## config.mk

```make
export PLATFORM = sky130hd
export DESIGN_NAME = pc_sequencer
export DESIGN_NICKNAME = d
export VERILOG_FILES = /design/src/rtl/pc_seq_pkg.sv /design/src/rtl/pc_flush_counter.sv /design/src/rtl/pc_sequencer.sv
export SDC_FILE = /design/constraint.sdc
export NUM_CORES = 1
export LEC_CHECK = 0
export CORE_MARGIN = 8
export CORE_UTILIZATION = 43
export CTS_BUF_LIST = sky130_fd_sc_hd__clkbuf_8
export DETAILED_ROUTE_END_ITERATION = 16
export PLACE_DENSITY_LB_ADDON = 0.2
export SLEW_MARGIN = 20
export SYNTH_ARGS = -nofsm -noshare
export SYNTH_HDL_FRONTEND = slang
export SYNTH_HIERARCHICAL = 1
export SYNTH_SLANG_ARGS = --single-unit
```

## constraint.sdc

```tcl
create_clock -name Clk -period 4.34 [get_ports Clk]
set_clock_uncertainty 0.15 [all_clocks]
set_input_delay 0.868 -clock Clk [delete_from_list [all_inputs] [get_ports Clk]]
set_output_delay 0.868 -clock Clk [all_outputs]
set_load 0.02 [all_outputs]
```

## src/rtl/pc_seq_pkg.sv

```systemverilog
// Shared types and constants for the PC sequencer: state encoding,
// address type and the default increment/vector values.
package pc_seq_pkg;

  typedef logic [15:0] addr_t;

  typedef enum logic {
    RUN   = 1'b0,
    FLUSH = 1'b1
  } pc_state_e;

  localparam addr_t PC_INC     = 16'd2;
  localparam addr_t IRQ_VECTOR = 16'h0004;
  localparam int    CNT_W      = 3;

endpackage

```

## src/rtl/pc_flush_counter.sv

```systemverilog
// Down-counter that times the FLUSH window: loads on redirect, decrements
// only on unstalled cycles, and flags zero for the exit decision.
module pc_flush_counter
  import pc_seq_pkg::*;
(
  input  logic             Clk,
  input  logic             Reset,
  input  logic             load,
  input  logic [CNT_W-1:0] load_val,
  input  logic             dec,
  output logic             zero
);

  logic [CNT_W-1:0] cnt_q, cnt_d;

  always_comb begin
    cnt_d = cnt_q;
    if (load) begin
      cnt_d = load_val;
    end else if (dec && (cnt_q != '0)) begin
      cnt_d = cnt_q - 1'b1;
    end
  end

  always_ff @(posedge Clk) begin
    if (Reset) begin
      cnt_q <= '0;
    end else begin
      cnt_q <= cnt_d;
    end
  end

  assign zero = (cnt_q == '0);

endmodule

```

## src/rtl/pc_sequencer.sv

```systemverilog
// Per-cycle PC steering: sequential fetch, branch/jump/reti redirects and
// interrupt entry, with a timed flush window, EPC and interrupt enable.
module pc_sequencer
  import pc_seq_pkg::*;
#(
  parameter addr_t PC_INC_P     = PC_INC,
  parameter addr_t IRQ_VECTOR_P = IRQ_VECTOR,
  parameter int    FLUSH_CYCLES = 2
) (
  input  logic      Clk,
  input  logic      Reset,
  input  addr_t     PCResult,
  input  logic      Stall,
  input  logic      BranchTaken,
  input  addr_t     BranchTarget,
  input  logic      Jump,
  input  addr_t     JumpTarget,
  input  logic      Reti,
  input  logic      IrqReq,
  input  logic      IeSet,
  input  logic      IeClr,
  output addr_t     PCNext,
  output logic      PCWrite,
  output logic      Flush,
  output logic      IrqAck,
  output addr_t     EPC,
  output logic      IntEnable,
  output pc_state_e state_dbg
);

  localparam logic [CNT_W-1:0] FLUSH_LOAD = CNT_W'(FLUSH_CYCLES - 1);

  pc_state_e state_q, state_d;
  addr_t     epc_q, epc_d;
  logic      ie_q, ie_d;
  logic      cnt_zero;

  // Redirect/interrupt decode is only live in RUN; in FLUSH these inputs
  // belong to squashed instructions.
  logic in_run, take_reti, take_br, take_jmp, take_irq, enter_flush;
  always_comb begin
    in_run      = (state_q == RUN);
    take_reti   = in_run && Reti;
    take_br     = in_run && !Reti && BranchTaken;
    take_jmp    = in_run && !Reti && !BranchTaken && Jump;
    take_irq    = in_run && !Reti && !BranchTaken && !Jump && !Stall && IrqReq && ie_q;
    enter_flush = take_reti || take_br || take_jmp || take_irq;
  end

  pc_flush_counter u_flush_counter (
    .Clk      (Clk),
    .Reset    (Reset),
    .load     (enter_flush),
    .load_val (FLUSH_LOAD),
    .dec      ((state_q == FLUSH) && !Stall),
    .zero     (cnt_zero)
  );

  always_ff @(posedge Clk) begin
    if (Reset) begin
      state_q <= RUN;
      epc_q   <= '0;
      ie_q    <= 1'b0;
    end else begin
      state_q <= state_d;
      epc_q   <= epc_d;
      ie_q    <= ie_d;
    end
  end

  always_comb begin
    state_d = state_q;
    epc_d   = epc_q;
    ie_d    = ie_q;
    case (state_q)
      RUN:     if (enter_flush) state_d = FLUSH;
      FLUSH:   if (cnt_zero && !Stall) state_d = RUN;
      default: state_d = RUN;
    endcase
    if (take_irq) epc_d = PCResult;
    // IeClr beats IeSet; reti/interrupt entry beat both.
    if (IeSet) ie_d = 1'b1;
    if (IeClr) ie_d = 1'b0;
    if (take_reti) ie_d = 1'b1;
    if (take_irq) ie_d = 1'b0;
  end

  always_comb begin
    PCNext  = PCResult + PC_INC_P;
    PCWrite = 1'b1;
    Flush   = (state_q == FLUSH);
    IrqAck  = 1'b0;
    if (Stall) begin
      PCNext  = PCResult;
      PCWrite = 1'b0;
    end
    if (take_reti) begin
      PCNext  = epc_q;
      PCWrite = 1'b1;
      Flush   = 1'b1;
    end else if (take_br) begin
      PCNext  = BranchTarget;
      PCWrite = 1'b1;
      Flush   = 1'b1;
    end else if (take_jmp) begin
      PCNext  = JumpTarget;
      PCWrite = 1'b1;
      Flush   = 1'b1;
    end else if (take_irq) begin
      PCNext  = IRQ_VECTOR_P;
      PCWrite = 1'b1;
      Flush   = 1'b1;
      IrqAck  = 1'b1;
    end
    if (Reset) begin
      PCNext  = '0;
      PCWrite = 1'b0;
      Flush   = 1'b0;
      IrqAck  = 1'b0;
    end
  end

  assign EPC       = epc_q;
  assign IntEnable = ie_q;
  assign state_dbg = state_q;

endmodule

```

==> results.md, run 1 <==
* Status: finished clean
* Global-route wire length before repair at approximately 11000 um
* Avg WL per Cell at around 18 um
* Antenna violations before repair at 0
* Routed vias at between 2000 and 2500
* Seq/Total Area, Yosys at 0.248
* Synth area leader: dfxtp_1
* Boundary Pins at between 90 and 100
* Crit path launch type: input port
* DPL Wire Length at 4980 um
* Final setup violation count at 0
* Pre-CTS WS at approximately 190 ps
* RSZ-0062 raised after global routing: false
* Netlist cell types at between 40 and 50
* Setup Fix Bufs, Post-CTS at 0
* Number of global-route vias before repair at 2219
* WS Path Type: in2out
* Die Y at 78.8 um
* Max IR drop VDD at between 0.1 and 0.15 mV
* CP Data Required Time at between 3000 and 4000 ps
* Largest family of logic cells by synthesized area: compound AO/OA/AOI/OAI gates
* CP max FO at 6
* Synthesized area per cell at approximately 8.0 um2
* Tcrit/Tclk final at 0.959
* Ant diodes at 0
* Final WS setup at 177 ps
* Largest net degree at the start of global routing at 17
* Power per cell area at a little over 200 nW/um2
* Commonest non-fill, non-tap cell in the layout: clkdlybuf4s50_1
* Main area contributors after synthesis: dfxtp_1 (25%), a22o_2 (9.5%), a21oi_1 (5.3%)
* Num rows at 23
* Most frequent cells in the layout: clkdlybuf4s50_1 (93), dfxtp_1 (21), buf_4 (19)
* Synth Area in Adders at 0.0222
* Synth Area in Simple Gates at 0.271
* Final Core Density at 0.717
* CP endpoint kind: output port
* Maxcap violations at 0
* Area post-placement at around 2700 um2
* P_leak at approximately 1.0 nW
* Final hold vios at 0
* Nets at around 370
* Core outline area at 3880 um2
* CTS tree: done
* Number of clock sinks at 21
* Yosys reg bits at 21
* EDFF count, synth at 0
* Final slew viol count at 0
* Drt first pass iters at 4
* Iter 0 DRT Violations at roughly 200
* Port Buffer Count at just over 90
* Root Driver: clkbuf_8
* WL met3 at ~490 um
* Initial Util at 0.436
* M1 WL at 2730 um
* # resized after CTS at 0
* PnR Total Power at approximately 570 uW
* Die X at 78.8 um
* FMAX at roughly 240 MHz
* Area share of the leading cell type in the synthesized netlist at 0.248
* Min Tclk post-route at roughly 4200 ps
* Residual DRC at 0
* Grt ovf at 0
* CTS clock-pin slew for the worst setup and hold paths at 80 ps
* Setup TNS at 0 ps
* Mux share of post-synthesis cell area at 0.00591
* Worst hold path class: reg2reg
* Syn Inst Count at 212
* GPL Wtd Cong at roughly 0.9
* Final antenna-violating net count at 0
* Hold_buf cts at 0
* Synth Flop Type: dfxtp_1
* Skew-Pair Late Insertion Delay at 260 ps
* Ys Warns at 6
* Layout area overhead at 64.4%
* Htree depth at 1
* Slew HR at 0.434
* Worst-case clock buffer depth at 2
* Routed wire length at about 6400 um
* Arrival time at the worst endpoint at around 3200 ps
* Async SR Flop Fraction at 0
* Post-synthesis compound-gate area fraction at 0.352
* Via density at 5.77
* Number of fillers in the final layout at about 330
* Worst slew pin tran at about 850 ps
* Tot GR Track Use at 0.205
* Max layer used: met4
* Area of the die at slightly above 6000 um2
* Met2 wire length at 3070 um
* XOR/XNOR Fraction of Synth Area at 0.0258
* Ratio of cells with drive above 1 in the final layout at 0.153
* Syn Std Cell Area at 1690 um2
* Inserted Clock Buffers at 3
* Final Cell Area at 2790 um2
==> path summary, 6_finish.rpt <==
kind               start                        to  slack, ps  cells after the start
min reg2reg       EPC[4]                    EPC[4]        360                      1
max reg2reg    state_dbg  u_flush_counter/cnt_q[1]       2020                      5
min               EPC[4]                    EPC[4]        360                      1
max          PCResult[5]                PCNext[14]        180                      6
==> cells by family after synthesis <==
logic type	after synthesis
AOI/OAI and AO/OA	79
xor gates and xnor gates	5
adders and majority gates	3
buffers and inverters	23
DFF	21
muxes	1
other	2
and+or+nand+nor	78
==> routing by layer <==
| metal | up-vias | track usage |
|---|---|---|
| met3 | 12 | 0.0384 |
| li1 | 1015 | - |
| met2 | 91 | 0.346 |
| met4 | 0 | 0.0685 |
| met1 | 977 | 0.255 |
| met5 | - | 0 |
==> sequential cells by signal, summed over array words and instances, names as in the netlist <==
register and count:
state_dbg 1, EPC 16, u_flush_counter/cnt_q 3, IntEnable 1
==> metrics by stage <==
stage          std cells  hold WS, ps
5_1_grt              363          375
4_1_cts              363          359
6_report             363          363
3_3_place_gp         359          334
3_5_place_dp         359          338
2_1_floorplan        213          321
==> where the power goes <==
| group | internal (mW) | total [mW] | switching [mW] |
|---|---|---|---|
| clock network | 0.0630 | 0.130 | 0.0669 |
| logic | 0.124 | 0.236 | 0.111 |
| registers | 0.198 | 0.203 | 0.00538 |
| total | 0.385 | 0.568 | 0.184 |
==> critical path: stages <==
cell and delay (ps):
clkdlybuf4s50_1 620, nand4_1 240, nor4_1 500, nor3_1 90
nor3b_1 200, clkdlybuf4s50_1 630
==> synth_stat cells, types with 2 or more instances <==
| library cell | count |
|---|---|
| a21oi_1 | 18 |
| a221oi_1 | 4 |
| a22o_2 | 16 |
| a31oi_1 | 2 |
| and2_1 | 2 |
| buf_2 | 5 |
| buf_6 | 3 |
| clkbuf_1 | 6 |
| conb_1 | 2 |
| dfxtp_1 | 21 |
| ha_1 | 3 |
| inv_1 | 7 |
| nand2_1 | 10 |
| nand2b_1 | 2 |
| nand3_1 | 3 |
| nand3b_1 | 8 |
| nand4_1 | 5 |
| nor2_1 | 13 |
| nor3_1 | 15 |
| nor3b_1 | 4 |
| nor4_1 | 7 |
| o21a_1 | 4 |
| o21ai_0 | 13 |
| o221a_2 | 4 |
| o221ai_1 | 6 |
| o31a_1 | 3 |
| o31ai_1 | 4 |
| or3_1 | 3 |
| xnor2_1 | 5 |
==> cell type report <==
type / count / area (um2) / share of cell area
clock buffer: 3 / 41.3 / 0.0148
multi-input combinational: 169 / 1160 / 0.416
tap: 50 / 62.6 / 0.0225
sequential: 21 / 420 / 0.151
clock inverter: 1 / 3.75 / 0.00135
inverter: 7 / 26.3 / 0.00943
timing repair buffer: 112 / 1070 / 0.385
Power figures use the tool's default switching activity.
==> run 2, diff against run 1 <==
--- a/config.mk
+++ b/config.mk
@@ -10,7 +10,6 @@
 export CTS_BUF_LIST = sky130_fd_sc_hd__clkbuf_8
 export DETAILED_ROUTE_END_ITERATION = 16
 export PLACE_DENSITY_LB_ADDON = 0.2
-export SLEW_MARGIN = 20
 export SYNTH_ARGS = -nofsm -noshare
 export SYNTH_HDL_FRONTEND = slang
 export SYNTH_HIERARCHICAL = 1
==> results of run 2 <==
The final DEF is identical to that of run 1; final timing and power are the same.
